### src/rtl/xs3_dec_seq.sv
// Sequential Excess-3 decoder: collects NDIGITS XS-3 digits (MSD first) into BCD and binary.
// Optional macro XS3_ERR_ABORT_EN: an invalid code aborts the frame immediately with out_err set.
module xs3_dec_seq #(
  parameter int unsigned NDIGITS = 3,
  parameter int unsigned OUT_W   = 10
) (
  input  logic                   clk,
  input  logic                   rst_n,
  input  logic                   in_valid,
  output logic                   in_ready,
  input  logic [3:0]             in_digit,
  output logic                   out_valid,
  input  logic                   out_ready,
  output logic [4*NDIGITS-1:0]   out_bcd,
  output logic [OUT_W-1:0]       out_bin,
  output logic                   out_err
);

  localparam int unsigned CNT_W = $clog2(NDIGITS + 1);
  localparam logic [CNT_W-1:0] LAST_CNT = CNT_W'(NDIGITS - 1);

  typedef enum logic {
    ST_ACC = 1'b0,
    ST_OUT = 1'b1
  } state_e;

  state_e                state_q, state_d;
  logic [CNT_W-1:0]      cnt_q, cnt_d;
  logic [4*NDIGITS-1:0]  bcd_q, bcd_d;
  logic [OUT_W-1:0]      bin_q, bin_d;
  logic                  err_q, err_d;

  logic                  accept;
  logic                  code_ok;
  logic [3:0]            dig;
  logic [4*NDIGITS+3:0]  bcd_shift;

  always_ff @(posedge clk) begin
    if (!rst_n) begin
      state_q <= ST_ACC;
      cnt_q   <= '0;
      bcd_q   <= '0;
      bin_q   <= '0;
      err_q   <= 1'b0;
    end else begin
      state_q <= state_d;
      cnt_q   <= cnt_d;
      bcd_q   <= bcd_d;
      bin_q   <= bin_d;
      err_q   <= err_d;
    end
  end

  always_comb begin
    accept    = in_valid && (state_q == ST_ACC);
    code_ok   = (in_digit >= 4'd3) && (in_digit <= 4'd12);
    dig       = code_ok ? (in_digit - 4'd3) : 4'd0;
    // Shift via a wider temporary so NDIGITS=1 needs no empty slice.
    bcd_shift = {bcd_q, dig};

    state_d = state_q;
    cnt_d   = cnt_q;
    bcd_d   = bcd_q;
    bin_d   = bin_q;
    err_d   = err_q;

    unique case (state_q)
      ST_ACC: begin
        if (accept) begin
          cnt_d = cnt_q + 1'b1;
          bcd_d = bcd_shift[4*NDIGITS-1:0];
          bin_d = (bin_q << 3) + (bin_q << 1) + OUT_W'(dig);
          err_d = err_q | ~code_ok;
          if (cnt_q == LAST_CNT) begin
            state_d = ST_OUT;
          end
`ifdef XS3_ERR_ABORT_EN
          if (!code_ok) begin
            bcd_d   = '0;
            bin_d   = '0;
            err_d   = 1'b1;
            state_d = ST_OUT;
          end
`endif
        end
      end
      ST_OUT: begin
        if (out_ready) begin
          state_d = ST_ACC;
          cnt_d   = '0;
          bcd_d   = '0;
          bin_d   = '0;
          err_d   = 1'b0;
        end
      end
      default: state_d = ST_ACC;
    endcase
  end

  always_comb begin
    in_ready  = (state_q == ST_ACC);
    out_valid = (state_q == ST_OUT);
    out_bcd   = out_valid ? bcd_q : '0;
    out_bin   = out_valid ? bin_q : '0;
    out_err   = out_valid ? err_q : 1'b0;
  end

endmodule

### config.mk
export PLATFORM = sky130hd
export DESIGN_NAME = xs3_dec_seq
export DESIGN_NICKNAME = d
export VERILOG_FILES = /design/src/rtl/xs3_dec_seq.sv
export SDC_FILE = /design/constraint.sdc
export NUM_CORES = 1
export LEC_CHECK = 0
export ABC_AREA = 1
export BUFFER_PORTS_ARGS = -buffer_cell sky130_fd_sc_hd__buf_4
export CORE_MARGIN = 2
export CORE_UTILIZATION = 50
export CTS_BUF_LIST = sky130_fd_sc_hd__clkbuf_4 sky130_fd_sc_hd__clkbuf_8
export DETAILED_ROUTE_END_ITERATION = 6
export PLACE_DENSITY = 0.73
export REMOVE_ABC_BUFFERS = 1
export SYNTH_ARGS = -nofsm -noshare
export SYNTH_HDL_FRONTEND = slang
export SYNTH_SLANG_ARGS = --single-unit
### constraint.sdc
create_clock -name clk -period 3.8 [get_ports clk]
set_clock_uncertainty 0.2 [all_clocks]
set_input_delay 0.76 -clock clk [delete_from_list [all_inputs] [get_ports clk]]
set_output_delay 0.76 -clock clk [all_outputs]
set_load 0.05 [all_outputs]
==> impl_metrics.json <==
{
  "worstRegToRegCells": 7,
  "row_count": 21,
  "p_per_area_nw_per_um2": 285,
  "ff2ff_setup_slack_ns": 1.53,
  "synth.top_cell.area_share_pct": 28.7,
  "end_kind": "flop",
  "synthSimpleGateAreaFrac_pct": 29.3,
  "antenna_found_initial": 0,
  "num_io_pins": 33,
  "drtIter0Drc": 48,
  "groute.usage.overall_pct": 17.8,
  "synth_xor_area_share_pct": 0.502,
  "wl_met1_um": 1560,
  "holdPathEnd": "bcd_q[11]",
  "root_buffer": "clkbuf_4",
  "final_layout_size_suffix_gt1_share_pct": 20.9,
  "startpoint_type": "primary input",
  "cts_buffers": 3,
  "grt_pass1_vias": 1332,
  "setup_viol": 0,
  "clock_sinks": 25,
  "routed_wl_um": 3330,
  "syn_area_um2": 1740,
  "grt_max_degree": 27,
  "synth_area_leaders": "dfxtp_1 (29%), nand2_1 (17%), ha_1 (12%)",
  "wire_per_inst_um": 10.3,
  "start_util_pct": 52.3,
  "overflow": 0,
  "crit_fanout": 5,
  "core_um2": 3340,
  "ant_nets": 0,
  "hold_viol": 0,
  "ys_types": 29,
  "yosys.area.top_type": "dfxtp_1",
  "tns_ns": 0,
  "fp.dieH_um": 63.1,
  "slew_headroom_pct": 36.4,
  "ir_drop_mv": 0.178,
  "synth_edf_count": 0,
  "vias": 1538,
  "diodes": 0,
  "fin_crit_ns": 3.00,
  "tightestPinTransition_ns": 0.952,
  "maxCapViolCount": 0,
  "cts.repair.resized": 0,
  "min_path_type": "reg -> reg",
  "holdWs_ns": 0.271,
  "yosysWarnings": 0,
  "syn_avg_cell_area_um2": 6.95,
  "dr_wl_met2_um": 1620,
  "place.gp.congestion": 0.882,
  "synth_top_family_by_area": "simple AND/OR/NAND/NOR gates",
  "synth_fa_ha_area_share_pct": 14.5,
  "synthArstFlopShare_pct": 0,
  "synthFlopType": "dfxtp_1",
  "fp.dieArea_um2": 3980,
  "cts_tree": "done",
  "outcome": "finished clean",
  "critical_path_arrival_ns": 3.06,
  "die_x_um": 63.1,
  "cts_hold_buf": 0,
  "synth-seq-cells": 25,
  "met3WireLength_um": 139,
  "fmax_ghz": 0.334,
  "yosysMostFrequentCell": "nand2_1",
  "cts_max_level": 1,
  "rsz0062_at_grt": "false",
  "synthTopCellsByCount": "nand2_1 (78), inv_1 (45), dfxtp_1 (25)",
  "synth_compound_area_share_pct": 11.6,
  "areaGrowthSynthToFinish_pct": 14.3,
  "routed_via_density": 4.76,
  "fill_cells": 335,
  "num-nets-final": 305,
  "drc_errors": 0,
  "synth-seq-area-share_pct": 28.7,
  "dr.pass1.iters": 4,
  "worstSetupPathType": "in -> reg",
  "leakagePower_uw": 0.00112,
  "cts_buffer_depth": 2,
  "dp_hpwl_um": 2450,
  "r2r_start": "bcd_q[0]",
  "reg2reg_to": "bin_q[6]",
  "clk_latency_ns": 0.33,
  "slew_violations": 0,
  "portBuffers": 32,
  "final.period_utilization_pct": 78.9,
  "top_layer": "met4",
  "min-delay-start": "bcd_q[11]",
  "synth_mux_area_share_pct": 0,
  "synth_cells": 251,
  "cp.required_ns": 3.86,
  "whs_path_depth": 2,
  "post-cts-setup-buffer-count": 0,
  "clk_pin_slew_ns": 0.15,
  "grt_pass1_wl_um": 5740
}
==> worst max-delay path, cell delays in order <==
cell	delay, ns
buf_4	0.11
inv_1	0.08
ha_1	0.14
nand3b_1	0.10
nand2_1	0.11
a21oi_1	0.25
ha_1	0.29
ha_1	0.23
fa_1	0.43
inv_1	0.08
nor2_1	0.05
o21ai_0	0.15
nand3b_1	0.14
a21oi_2	0.14
==> state kept, by name, indices dropped and copies added (netlist names) <==
signal     count
err_q          1
bcd_q         12
out_valid      1
cnt_q          2
bin_q          9
==> worst max path at each step <==
| stage | startpoint | endpoint | slack, ns | depth (start not counted) |
|---|---|---|---|---|
| floorplan | in_digit[0] | bin_q[6] | 0.83 | 12 |
| global placement | in_digit[0] | bin_q[6] | 0.55 | 14 |
| detailed placement | in_digit[0] | bin_q[6] | 0.48 | 14 |
| CTS | in_digit[0] | bin_q[6] | 0.81 | 14 |
| global route | in_digit[0] | bin_q[6] | 0.61 | 14 |
| finish | in_digit[0] | bin_q[6] | 0.80 | 14 |
==> placed cells by master, fill, tap and decap left out, drive strengths merged <==
master    instances
nand3            11
a211oi            1
nor3              3
o21ai             4
buf              32
clkinvlp          1
xor2              1
nand2            87
ha               17
a21oi            29
nand3b            3
dfxtp            25
inv              48
or2               1
fa                2
nor2              7
clkinv            1
clkbuf            3
nand4             1
==> area by class of cell <==
class	count	area, µm²	share of cell area [%]
inverters	49	191	9.60
flip-flops and latches	25	500	25.1
multi-input cells	167	975	48.9
clock buffers	3	22.5	1.13
repair buffers	32	240	12.0
clock inverters	1	7.51	0.376
well taps	46	57.6	2.89
==> kinds of logic (layout without fill, tap and decap cells) <==
logic type,Yosys count,count (layout)
AOI/OAI and AO/OA,34,34
xor gates and xnor gates,1,1
adders and majority gates,19,19
buffers and inverters,59,85
DFF,25,25
and+or+nand+nor,113,113
==> power by group <==
group | switching, µW | total, µW | internal, µW
clock network | 85.9 | 126 | 40.4
logic | 87.1 | 144 | 56.4
registers | 20.4 | 299 | 279
total | 193 | 569 | 376
==> per-stage QoR <==
| step | worst slack, ns | cell area, µm² | utilization, % | power [µW] | std cells |
|---|---|---|---|---|---|
| 6_report | 0.802 | 1990 | 59.8 | 569 | 323 |
| 5_1_grt | 0.612 | 1990 | 59.8 | 604 | 323 |
| 4_1_cts | 0.815 | 1990 | 59.8 | 574 | 323 |
| 3_5_place_dp | 0.484 | 1960 | 58.9 | 450 | 319 |
| 3_3_place_gp | 0.546 | 1960 | 58.9 | 447 | 319 |
| 2_1_floorplan | 0.829 | 1670 | - | 410 | 241 |
==> routing by layer <==
| layer | GRT usage, % | vias up |
|---|---|---|
| met5 | 0 | - |
| met4 | 3.33 | 0 |
| met3 | 3.21 | 2 |
| met2 | 31.6 | 34 |
| met1 | 22.4 | 679 |
| li1 | - | 823 |
Power figures use the tool's default switching activity.
